<file path="src/rtl/vdp_pkg.sv">
// Shared geometry defaults, counter width, mode enum and sync flag bundle
// for the VDP video timing generator.
package vdp_pkg;

    localparam int unsigned CNT_W            = 10;

    localparam int unsigned H_TOTAL_DEF      = 342;
    localparam int unsigned V_TOTAL_PAL_DEF  = 312;
    localparam int unsigned V_TOTAL_NTSC_DEF = 261;
    localparam int unsigned H_START_DEF      = 306;
    localparam int unsigned HS_WIDTH_DEF     = 20;
    localparam int unsigned VS_LINES_DEF     = 4;
    localparam int unsigned HBLANK_END_DEF   = 60;
    localparam int unsigned HBLANK_START_DEF = 341;
    localparam int unsigned VBLANK_LINES_DEF = 8;

    typedef enum logic {
        MODE_NTSC = 1'b0,
        MODE_PAL  = 1'b1
    } vdp_mode_e;

    // Filtered sync/blank flags derived from the counters, before registering
    typedef struct packed {
        logic hs_n;
        logic vs_n;
        logic hblank;
        logic vblank;
    } vdp_sync_t;

endpackage

</file>
<file path="src/rtl/vdp_sync_gen_if.sv">
// Video bundle between the VDP core and the sync generator: raw core sync and
// colour in, filtered sync/colour/blank, frame pulses and counters out.
interface vdp_sync_gen_if #(
    parameter int unsigned COLOR_W = 6
);
    logic                       core_hs_n_i;
    logic                       core_vs_n_i;
    logic [COLOR_W-1:0]         r_i;
    logic [COLOR_W-1:0]         g_i;
    logic [COLOR_W-1:0]         b_i;

    logic                       HS;
    logic                       VS;
    logic [COLOR_W-1:0]         R;
    logic [COLOR_W-1:0]         G;
    logic [COLOR_W-1:0]         B;
    logic                       HBlank;
    logic                       VBlank;
    logic                       line_start_o;
    logic                       frame_start_o;
    logic [vdp_pkg::CNT_W-1:0]  hcnt_o;
    logic [vdp_pkg::CNT_W-1:0]  vcnt_o;

    // Core / display side
    modport master (
        output core_hs_n_i, core_vs_n_i, r_i, g_i, b_i,
        input  HS, VS, R, G, B, HBlank, VBlank,
        input  line_start_o, frame_start_o, hcnt_o, vcnt_o
    );

    // Sync generator side
    modport slave (
        input  core_hs_n_i, core_vs_n_i, r_i, g_i, b_i,
        output HS, VS, R, G, B, HBlank, VBlank,
        output line_start_o, frame_start_o, hcnt_o, vcnt_o
    );

endinterface

</file>
<file path="src/rtl/vdp_sync_bit.sv">
// Parameterised-depth single-bit synchroniser with a selectable reset value.
module vdp_sync_bit #(
    parameter int unsigned STAGES  = 2,
    parameter logic        RST_VAL = 1'b1
) (
    input  logic clk,
    input  logic reset_n,
    input  logic d_i,
    output logic q_o
);

    logic [STAGES-1:0] r_chain;

    always_ff @(posedge clk or negedge reset_n) begin
        if (!reset_n) begin
            r_chain <= {STAGES{RST_VAL}};
        end else begin
            r_chain <= {r_chain[STAGES-2:0], d_i};
        end
    end

    assign q_o = r_chain[STAGES-1];

endmodule

</file>
<file path="src/rtl/vdp_sync_gen.sv">
// VDP video timing generator: pixel divider, h/v counters with frame-aligned
// PAL/NTSC switching, registered sync/blank/colour outputs and line/frame pulses.
module vdp_sync_gen
    import vdp_pkg::*;
#(
    parameter int unsigned H_TOTAL      = H_TOTAL_DEF,
    parameter int unsigned V_TOTAL_PAL  = V_TOTAL_PAL_DEF,
    parameter int unsigned V_TOTAL_NTSC = V_TOTAL_NTSC_DEF,
    parameter int unsigned H_START      = H_START_DEF,
    parameter int unsigned HS_WIDTH     = HS_WIDTH_DEF,
    parameter int unsigned VS_LINES     = VS_LINES_DEF,
    parameter int unsigned HBLANK_END   = HBLANK_END_DEF,
    parameter int unsigned HBLANK_START = HBLANK_START_DEF,
    parameter int unsigned VBLANK_LINES = VBLANK_LINES_DEF,
    parameter int unsigned CLK_DIV      = 2,
    parameter int unsigned COLOR_W      = 6,
    parameter int unsigned SYNC_STAGES  = 2
) (
    input  logic            clk,
    input  logic            reset_n,
    input  logic            ena,
    input  logic            pal_i,
    input  logic            raw_i,
    vdp_sync_gen_if.slave   vid
);

    localparam int unsigned DIV_W = (CLK_DIV > 1) ? $clog2(CLK_DIV) : 1;

    logic [CNT_W-1:0] r_hcnt;
    logic [CNT_W-1:0] r_vcnt;
    logic [DIV_W-1:0] r_div;
    vdp_mode_e        r_mode;
    logic             r_hwrap;
    logic             r_fwrap;

    logic             w_pal_sync;
    logic             w_tick;
    logic             w_hend;
    logic             w_vend;
    logic [CNT_W-1:0] w_vlast;
    logic             w_blank;
    vdp_sync_t        w_flt;

    vdp_sync_bit #(
        .STAGES  (SYNC_STAGES),
        .RST_VAL (1'b1)
    ) u_pal_sync (
        .clk     (clk),
        .reset_n (reset_n),
        .d_i     (pal_i),
        .q_o     (w_pal_sync)
    );

    assign w_tick  = ena && (r_div == DIV_W'(CLK_DIV - 1));
    assign w_hend  = (r_hcnt == CNT_W'(H_TOTAL - 1));
    assign w_vlast = (r_mode == MODE_PAL) ? CNT_W'(V_TOTAL_PAL - 1) : CNT_W'(V_TOTAL_NTSC - 1);
    assign w_vend  = (r_vcnt == w_vlast);

    // Divider and h/v counters; mode is only re-latched on the frame wrap
    always_ff @(posedge clk or negedge reset_n) begin
        if (!reset_n) begin
            r_hcnt  <= CNT_W'(H_START);
            r_vcnt  <= '0;
            r_div   <= '0;
            r_mode  <= MODE_PAL;
            r_hwrap <= 1'b0;
            r_fwrap <= 1'b0;
        end else begin
            r_hwrap <= 1'b0;
            r_fwrap <= 1'b0;
            if (ena) begin
                r_div <= w_tick ? '0 : r_div + DIV_W'(1);
            end
            if (w_tick) begin
                if (w_hend) begin
                    r_hcnt  <= '0;
                    r_hwrap <= 1'b1;
                    if (w_vend) begin
                        r_vcnt  <= '0;
                        r_fwrap <= 1'b1;
                        r_mode  <= w_pal_sync ? MODE_PAL : MODE_NTSC;
                    end else begin
                        r_vcnt <= r_vcnt + CNT_W'(1);
                    end
                end else begin
                    r_hcnt <= r_hcnt + CNT_W'(1);
                end
            end
        end
    end

    // Sync and blank windows decoded from the live counters
    always_comb begin
        w_flt        = '{hs_n: 1'b1, vs_n: 1'b1, hblank: 1'b1, vblank: 1'b1};
        w_flt.hs_n   = !(r_hcnt < CNT_W'(HS_WIDTH));
        w_flt.vs_n   = !(r_vcnt < CNT_W'(VS_LINES));
        w_flt.hblank = (r_hcnt < CNT_W'(HBLANK_END)) || (r_hcnt >= CNT_W'(HBLANK_START));
        w_flt.vblank = (r_vcnt < CNT_W'(VBLANK_LINES));
        w_blank      = w_flt.hblank || w_flt.vblank;
    end

    // Output register stage: one clock behind the counters, updated every clk
    always_ff @(posedge clk or negedge reset_n) begin
        if (!reset_n) begin
            vid.HS            <= 1'b1;
            vid.VS            <= 1'b1;
            vid.R             <= '0;
            vid.G             <= '0;
            vid.B             <= '0;
            vid.HBlank        <= 1'b1;
            vid.VBlank        <= 1'b1;
            vid.line_start_o  <= 1'b0;
            vid.frame_start_o <= 1'b0;
            vid.hcnt_o        <= CNT_W'(H_START);
            vid.vcnt_o        <= '0;
        end else begin
            vid.HS            <= raw_i ? vid.core_hs_n_i : w_flt.hs_n;
            vid.VS            <= raw_i ? vid.core_vs_n_i : w_flt.vs_n;
            vid.R             <= (raw_i || !w_blank) ? vid.r_i : '0;
            vid.G             <= (raw_i || !w_blank) ? vid.g_i : '0;
            vid.B             <= (raw_i || !w_blank) ? vid.b_i : '0;
            vid.HBlank        <= w_flt.hblank;
            vid.VBlank        <= w_flt.vblank;
            vid.line_start_o  <= r_hwrap;
            vid.frame_start_o <= r_fwrap;
            vid.hcnt_o        <= r_hcnt;
            vid.vcnt_o        <= r_vcnt;
        end
    end

endmodule

</file>
<file path="src/flat_wrapper.sv">
// flat-port wrapper written by rule: the top's interface ports become plain ports
module vdp_sync_gen_flat import vdp_pkg::*;
#(
    parameter int unsigned H_TOTAL      = H_TOTAL_DEF,
    parameter int unsigned V_TOTAL_PAL  = V_TOTAL_PAL_DEF,
    parameter int unsigned V_TOTAL_NTSC = V_TOTAL_NTSC_DEF,
    parameter int unsigned H_START      = H_START_DEF,
    parameter int unsigned HS_WIDTH     = HS_WIDTH_DEF,
    parameter int unsigned VS_LINES     = VS_LINES_DEF,
    parameter int unsigned HBLANK_END   = HBLANK_END_DEF,
    parameter int unsigned HBLANK_START = HBLANK_START_DEF,
    parameter int unsigned VBLANK_LINES = VBLANK_LINES_DEF,
    parameter int unsigned CLK_DIV      = 2,
    parameter int unsigned COLOR_W      = 6,
    parameter int unsigned SYNC_STAGES  = 2
)
  (clk, reset_n, ena, pal_i, raw_i, vid_core_hs_n_i, vid_core_vs_n_i, vid_r_i, vid_g_i, vid_b_i, vid_HS, vid_VS, vid_R, vid_G, vid_B, vid_HBlank, vid_VBlank, vid_line_start_o, vid_frame_start_o, vid_hcnt_o, vid_vcnt_o);
  vdp_sync_gen_if #(.COLOR_W(COLOR_W)) vid_i ();
  input  logic clk;
  input  logic reset_n;
  input  logic ena;
  input  logic pal_i;
  input  logic raw_i;
  input wire logic [$bits(vid_i.core_hs_n_i)-1:0] vid_core_hs_n_i;
  input wire logic [$bits(vid_i.core_vs_n_i)-1:0] vid_core_vs_n_i;
  input wire logic [$bits(vid_i.r_i)-1:0] vid_r_i;
  input wire logic [$bits(vid_i.g_i)-1:0] vid_g_i;
  input wire logic [$bits(vid_i.b_i)-1:0] vid_b_i;
  output wire logic [$bits(vid_i.HS)-1:0] vid_HS;
  output wire logic [$bits(vid_i.VS)-1:0] vid_VS;
  output wire logic [$bits(vid_i.R)-1:0] vid_R;
  output wire logic [$bits(vid_i.G)-1:0] vid_G;
  output wire logic [$bits(vid_i.B)-1:0] vid_B;
  output wire logic [$bits(vid_i.HBlank)-1:0] vid_HBlank;
  output wire logic [$bits(vid_i.VBlank)-1:0] vid_VBlank;
  output wire logic [$bits(vid_i.line_start_o)-1:0] vid_line_start_o;
  output wire logic [$bits(vid_i.frame_start_o)-1:0] vid_frame_start_o;
  output wire logic [$bits(vid_i.hcnt_o)-1:0] vid_hcnt_o;
  output wire logic [$bits(vid_i.vcnt_o)-1:0] vid_vcnt_o;
  assign vid_i.core_hs_n_i = vid_core_hs_n_i;
  assign vid_i.core_vs_n_i = vid_core_vs_n_i;
  assign vid_i.r_i = vid_r_i;
  assign vid_i.g_i = vid_g_i;
  assign vid_i.b_i = vid_b_i;
  assign vid_HS = vid_i.HS;
  assign vid_VS = vid_i.VS;
  assign vid_R = vid_i.R;
  assign vid_G = vid_i.G;
  assign vid_B = vid_i.B;
  assign vid_HBlank = vid_i.HBlank;
  assign vid_VBlank = vid_i.VBlank;
  assign vid_line_start_o = vid_i.line_start_o;
  assign vid_frame_start_o = vid_i.frame_start_o;
  assign vid_hcnt_o = vid_i.hcnt_o;
  assign vid_vcnt_o = vid_i.vcnt_o;
  vdp_sync_gen #(.H_TOTAL(H_TOTAL), .V_TOTAL_PAL(V_TOTAL_PAL), .V_TOTAL_NTSC(V_TOTAL_NTSC), .H_START(H_START), .HS_WIDTH(HS_WIDTH), .VS_LINES(VS_LINES), .HBLANK_END(HBLANK_END), .HBLANK_START(HBLANK_START), .VBLANK_LINES(VBLANK_LINES), .CLK_DIV(CLK_DIV), .COLOR_W(COLOR_W), .SYNC_STAGES(SYNC_STAGES)) u_core (.clk(clk), .reset_n(reset_n), .ena(ena), .pal_i(pal_i), .raw_i(raw_i), .vid(vid_i));
endmodule
</file>
<file path="config.mk">
export PLATFORM = sky130hd
export DESIGN_NAME = vdp_sync_gen_flat
export DESIGN_NICKNAME = d
export VERILOG_FILES = /design/src/rtl/vdp_pkg.sv /design/src/rtl/vdp_sync_gen_if.sv /design/src/rtl/vdp_sync_bit.sv /design/src/rtl/vdp_sync_gen.sv /design/src/flat_wrapper.sv
export SDC_FILE = /design/constraint.sdc
export NUM_CORES = 1
export LEC_CHECK = 0
export ABC_CLOCK_PERIOD_IN_PS = 4530
export BUFFER_PORTS_ARGS = -buffer_cell sky130_fd_sc_hd__buf_4
export CAP_MARGIN = 15
export CORE_MARGIN = 4
export CORE_UTILIZATION = 35
export CTS_CLUSTER_DIAMETER = 100
export DETAILED_ROUTE_END_ITERATION = 10
export PLACE_DENSITY_LB_ADDON = 0.3
export SYNTH_ARGS = -nofsm -noshare
export SYNTH_HDL_FRONTEND = slang
export SYNTH_HIERARCHICAL = 1
export SYNTH_SLANG_ARGS = --single-unit
</file>
<file path="constraint.sdc">
create_clock -name clk -period 4.53 [get_ports clk]
set_input_delay 0.453 -clock clk [delete_from_list [all_inputs] [get_ports clk]]
set_output_delay 0.453 -clock clk [all_outputs]
set_load 0.1 [all_outputs]
</file>
After elaboration in Yosys (flattened, before gate mapping)
Index checks and enable logic that the tools add are counted.
{"block": "op_classes", "n_reduce_logical": 9, "shifts": 0, "bitwise_logic": 0, "n_div": 0, "n_eq_ne": 2, "n_addsub": 3, "muxes": 15, "magnitude_cmp": 5, "n_mul": 0}
{"op": "$mux 6", "count": 4}
{"op": "$add 10x1->10 const B", "count": 2}
{"op": "$mux 10", "count": 2}
{"op": "$eq 10x10->1", "count": 1}
{"op": "$eq 10x9->1 const B", "count": 1}
{"op": "$ge 10x9->1 const B", "count": 1}
{"op": "$lt 10x3->1 const B", "count": 1}
{"op": "$lt 10x4->1 const B", "count": 1}
{"op": "$lt 10x5->1 const B", "count": 1}
{"op": "$lt 10x6->1 const B", "count": 1}
{"op": "$mux 1", "count": 9}
{"op": "$logic_not 1->1", "count": 3}
{"op": "$logic_or 1x1->1", "count": 3}
{"op": "$reduce_and 3->1", "count": 1}
{"op": "$reduce_and 2->1", "count": 1}
{"op": "$add 1x1->1 const B", "count": 1}
{"op": "$logic_and 1x1->1", "count": 1}
{"block": "totals", "latchBits": 0, "ramBits": 0, "in_bits": 25, "mem_bits_ro": 0, "wordCells": 52, "register_bits": 70, "mem_count": 0}

Depth between registers and ports, before layout
{"block": "logic_depth", "word_depth": 6, "ltp_mapped": 7}

Cells and area by module
The synthesis kept the hierarchy.
{"mod": "vdp_sync_gen", "seq_area_each_um2": 1717.9, "cells_per_inst": 245, "area_per_inst_um2": 2700.1, "n_inst": 1}
{"mod": "vdp_sync_bit", "seq_area_each_um2": 52.6, "cells_per_inst": 2, "area_per_inst_um2": 52.6, "n_inst": 1}

Worst setup path before layout
Ideal clock, no wire load.
{"block": "synth_path", "kind": "register to register", "start": "register u_core.r_hcnt[8]", "end": "register u_core.r_mode", "path_slack_ps": 2657, "stages_incl_launch_ff": 5, "arrival_ps": 1791, "path_buffers": 0, "period_less_slack_ps": 1873, "setup_time_ps": 82, "t_required_ps": 4448, "path_cell_list": "dfstp_2 and4bb_2 nand4_1 nor4_4 mux2_4"}
{"block": "synth_via", "elab_chain_len": 2}
{"element": "from (decl)", "line_no": "vdp_sync_gen.sv:29", "source": "logic [CNT_W-1:0] r_hcnt;"}
{"element": "from (signal assigned)", "line_no": "vdp_sync_gen.sv:62", "source": "r_hcnt <= CNT_W'(H_START);"}
{"element": "from (signal assigned)", "line_no": "vdp_sync_gen.sv:86", "source": "r_hcnt <= r_hcnt + CNT_W'(1);"}
{"element": "$eq 10x9->1", "line_no": "vdp_sync_gen.sv:55", "source": "assign w_hend = (r_hcnt == CNT_W'(H_TOTAL - 1));"}
{"element": "$reduce_and 3->1 (no source line)"}
{"element": "to (signal assigned)", "line_no": "vdp_sync_gen.sv:81", "source": "r_mode <= w_pal_sync ? MODE_PAL : MODE_NTSC;"}
{"element": "to (decl)", "line_no": "vdp_sync_gen.sv:32", "source": "vdp_mode_e r_mode;"}
No other way between the ends.
A chain may end at the register's enable or synchronous reset.

Final worst setup path
{"block": "layout_path", "start": "register u_core.r_vcnt[6]", "end": "register u_core.vid.VS"}
{"block": "layout_via", "elab_chain_len": 3}
{"element": "from (decl)", "line_no": "vdp_sync_gen.sv:30", "source": "logic [CNT_W-1:0] r_vcnt;"}
{"element": "from (signal assigned)", "line_no": "vdp_sync_gen.sv:83", "source": "r_vcnt <= r_vcnt + CNT_W'(1);"}
{"element": "$lt 10x3->1", "line_no": "vdp_sync_gen.sv:96", "source": "w_flt.vs_n = !(r_vcnt < CNT_W'(VS_LINES));"}
{"element": "$logic_not 1->1", "line_no": "vdp_sync_gen.sv:96"}
{"element": "$mux 1", "line_no": "vdp_sync_gen.sv:118", "source": "vid.VS <= raw_i ? vid.core_vs_n_i : w_flt.vs_n;"}
{"element": "to (signal assigned)", "line_no": "vdp_sync_gen.sv:118"}
{"element": "to (decl)", "line_no": "vdp_sync_gen_if.sv:34", "source": "output HS, VS, R, G, B, HBlank, VBlank,"}
No other way between the ends.

==> reports/results.tsv <==
stage	metric	value	unit
worst_setup_path	cp_slowest_cell	or4_1	
worst_setup_path	crit_arrival	2.42	ns
cts	clock_latency	0.33	ns
sta	hold_viol	0	
cells_and_area	areaGrowthSynthToFinish	29.32	%
job	drv_cap	0	
cts	cts_resized	0	
cells_and_area	mostFrequentLayoutCell	buf_4	
floorplanning	start_util	35.81	%
worst_setup_path	cp.required	4.79	ns
placed_design	post-dp-hpwl	3912	um
sta	fin_skew	0.007450	ns
sta	slew_viol_final	0	
cts	cts_num_sinks	70	
floorplanning	ios	69	
cts	cts_setup_buffers	0	
cells_and_area	seqCellArea	1770	um^2
worst_setup_path	timing.rr.end	u_core/vid.VS	
cts	cts_root_buffer	clkbuf_8	
route	detail_route.wl_per_cell	13.26	um
cells_and_area	final_cell_mix	buf_4 (69), dfrtp_1 (55), nand2_1 (44)	
logic_synthesis	synthTopCellsByArea	dfrtp_1 (50%), dfstp_2 (14%), nand2_1 (6.0%), xor2_1 (3.5%), o21ai_0 (2.7%)	
cells_and_area	multi_input_area	900.9	um^2
cells_and_area	drive_above_1_share	32.30	%
logic_synthesis	async_reset_ff_share	100.0	%
worst_setup_path	crit_top_cell	or4_1	
worst_setup_path	reg2reg_from	u_core/r_vcnt[6]	
route	drc	0	
logic_synthesis	syn-cell-area	2753	um^2
logic_synthesis	synth_edf_count	0	
sta	fin_crit	2.162	ns
logic_synthesis	yosys.area.top_type	dfrtp_1	
worst_setup_path	reg2regPathDepth	4	
cts	htree_levels	3	
global_route	grt_pass1_vias	1872	
sta	tightestPinTransition	0.8321	ns
sta	relSlewSlack	44.53	%
cts	cts_tree	yes	
worst_setup_path	rrSetupSlack	2.37	ns
sta	fmax	462.5	MHz
floorplanning	core_area	7687	um^2
logic_synthesis	avgSynthCellArea	11.14	um^2
worst_hold_path	worstHoldPathType	input port to asynchronous set/reset pin	
logic_synthesis	synth_top_area_share	50.00	%
global_route	antenna_found_initial	0	
worst_setup_path	slowest_delay	0.76	ns
route	first_iter_violations	91	
cts	cts_buffers	9	
worst_setup_path	worstSetupPathType	flip-flop to flip-flop	
logic_synthesis	synth_cells	247	
placed_design	place.gp.congestion	0.7713	
worst_setup_path	cp_cell_sequence	or4_1 -> or4_1 -> nor3_1 -> a21oi_1	
route	vias	2006	
global_route	overflow	0	
placed_design	dp_slack	2.204	ns
cts	hold_buffers	0	
sta	tns	0	ns
cells_and_area	antenna_cells	0	
logic_synthesis	ys_seq_area_share	64.32	%
power	irDropWorstVdd	0.0002455	V
sta	min_period_over_period	47.73	%
floorplanning	die-width	96.69	um
route	routed_wl	5622	um
global_route	grt_use_total	12.68	%
worst_setup_path	cp-startpoint	u_core/r_vcnt[6]	
global_route	grt_max_degree	71	
floorplanning	die_h	96.69	um
power	p_leak	1.679	nW
route	vias_per_cell	4.731	
logic_synthesis	synth.distinct_cells	35	
run_status	outcome	complete, no violations	
logic_synthesis	synth_fp_nets	276	
cts	cts_buffer_depth	2	
route	drt_first_pass_iters	4	
route	ant_nets	0	
worst_setup_path	crit_path_end_kind	flip-flop	
worst_setup_path	start_kind	flip-flop	
global_route	grt_pass1_wl	9487	um
worst_setup_path	worstPathMaxFanout	20	
sta	fin_ws	2.368	ns
sta	setup_viol_count_final	0	
cells_and_area	finish.utilization	46.31	%
logic_synthesis	synth.ff_latch_count	70	
cells_and_area	nets	346	
logic_synthesis	ys.flop_type	dfrtp_1	
sta	grt_setup_unrepaired	no	
floorplanning	die_area	9348	um^2
floorplanning	rows	32	
logic_synthesis	yosys_warnings	6	
cells_and_area	nFillCells	715	
cts	clk_pin_slew	0.07	ns
placed_design	port_buffers	68	
power	power.density	477.3	nW/um^2
-- power by group --
group	internal (W)	switching (W)	leakage [nW]
logic	0.0000988	0.000327	0.718
clock network	0.000284	0.000215	0.0996
registers	0.000702	0.0000717	0.861
-- worst max path at each step --
stage                       to  cells after the start
3_5_place_dp   u_core/vid.R[0]                      4
2_1_floorplan    u_core/r_mode                      4
6_report         u_core/vid.VS                      4
4_1_cts        u_core/vid.R[0]                      4
3_3_place_gp   u_core/vid.G[0]                      4
5_1_grt          u_core/vid.VS                      4
-- stage by stage --
step / cells / hold WS, ns / total power, W / cell area (um^2)
floorplan: 247 / 0.1574 / 0.001100 / 2753
global placement: 407 / 0.3327 / 0.001208 / 3351
detailed placement: 407 / 0.3379 / 0.001212 / 3351
CTS: 423 / 0.2036 / 0.001722 / 3552
global route: 424 / 0.1991 / 0.001786 / 3560
finish: 424 / 0.2298 / 0.001699 / 3560
-- state kept, by name, summed over array words and instances, names as in the netlist, 2 cells and up --
register,count
u_core/vid.G,6
u_core/r_vcnt,10
u_core/vid.hcnt_o,10
u_core/vid.R,6
u_core/r_hcnt,10
u_core/vid.vcnt_o,10
u_core/vid.B,6
u_core/u_pal_sync/r_chain,2
-- routing by layer --
layer,global-route usage (%),share of wire (%),vias to the layer above
li1,-,-,988
met1,16.70,47,956
met2,18.47,45,53
met3,4.398,6.0,9
met4,6.479,1.9,0
met5,0,0,-
-- cell type report --
type                    instances  share of cell area (%)
repair buffers                 69                   14.55
well taps                     102                   3.585
clock inverters                 3                   1.195
multi-input cells             156                   25.31
inverters                      11                   1.160
clock buffers                  13                   4.464
flip-flops and latches         70                   49.74
-- worst max-delay path: cells and delay by family (launching register included) --
family,cells,cell delay [ns]
AND/OR/NAND/NOR,3,1.58
AO/OA/AOI/OAI,1,0.06
flip-flops,1,0.44
-- Yosys cell counts, types with 4 or more instances --
| master | count |
|---|---|
| a21oi_1 | 6 |
| clkbuf_1 | 8 |
| dfrtp_1 | 55 |
| dfstp_2 | 15 |
| ha_1 | 4 |
| inv_1 | 11 |
| nand2_1 | 44 |
| nand3_1 | 9 |
| nand4_1 | 7 |
| nor2_1 | 11 |
| nor3_1 | 4 |
| nor4_1 | 5 |
| o21ai_0 | 15 |
| o21ai_1 | 12 |
| or4_1 | 4 |
| xor2_1 | 11 |
-- cell families after synthesis --
group,Yosys count,synth area share [%]
AOI/OAI and AO/OA,40,8.137
xor gates and xnor gates,13,4.136
adders and majority gates,4,1.818
buffers and inverters,21,2.955
DFF,70,64.32
muxes,1,0.5453
and+or+nand+nor,98,18.09
No activity file was read; power rests on OpenSTA's default activity.
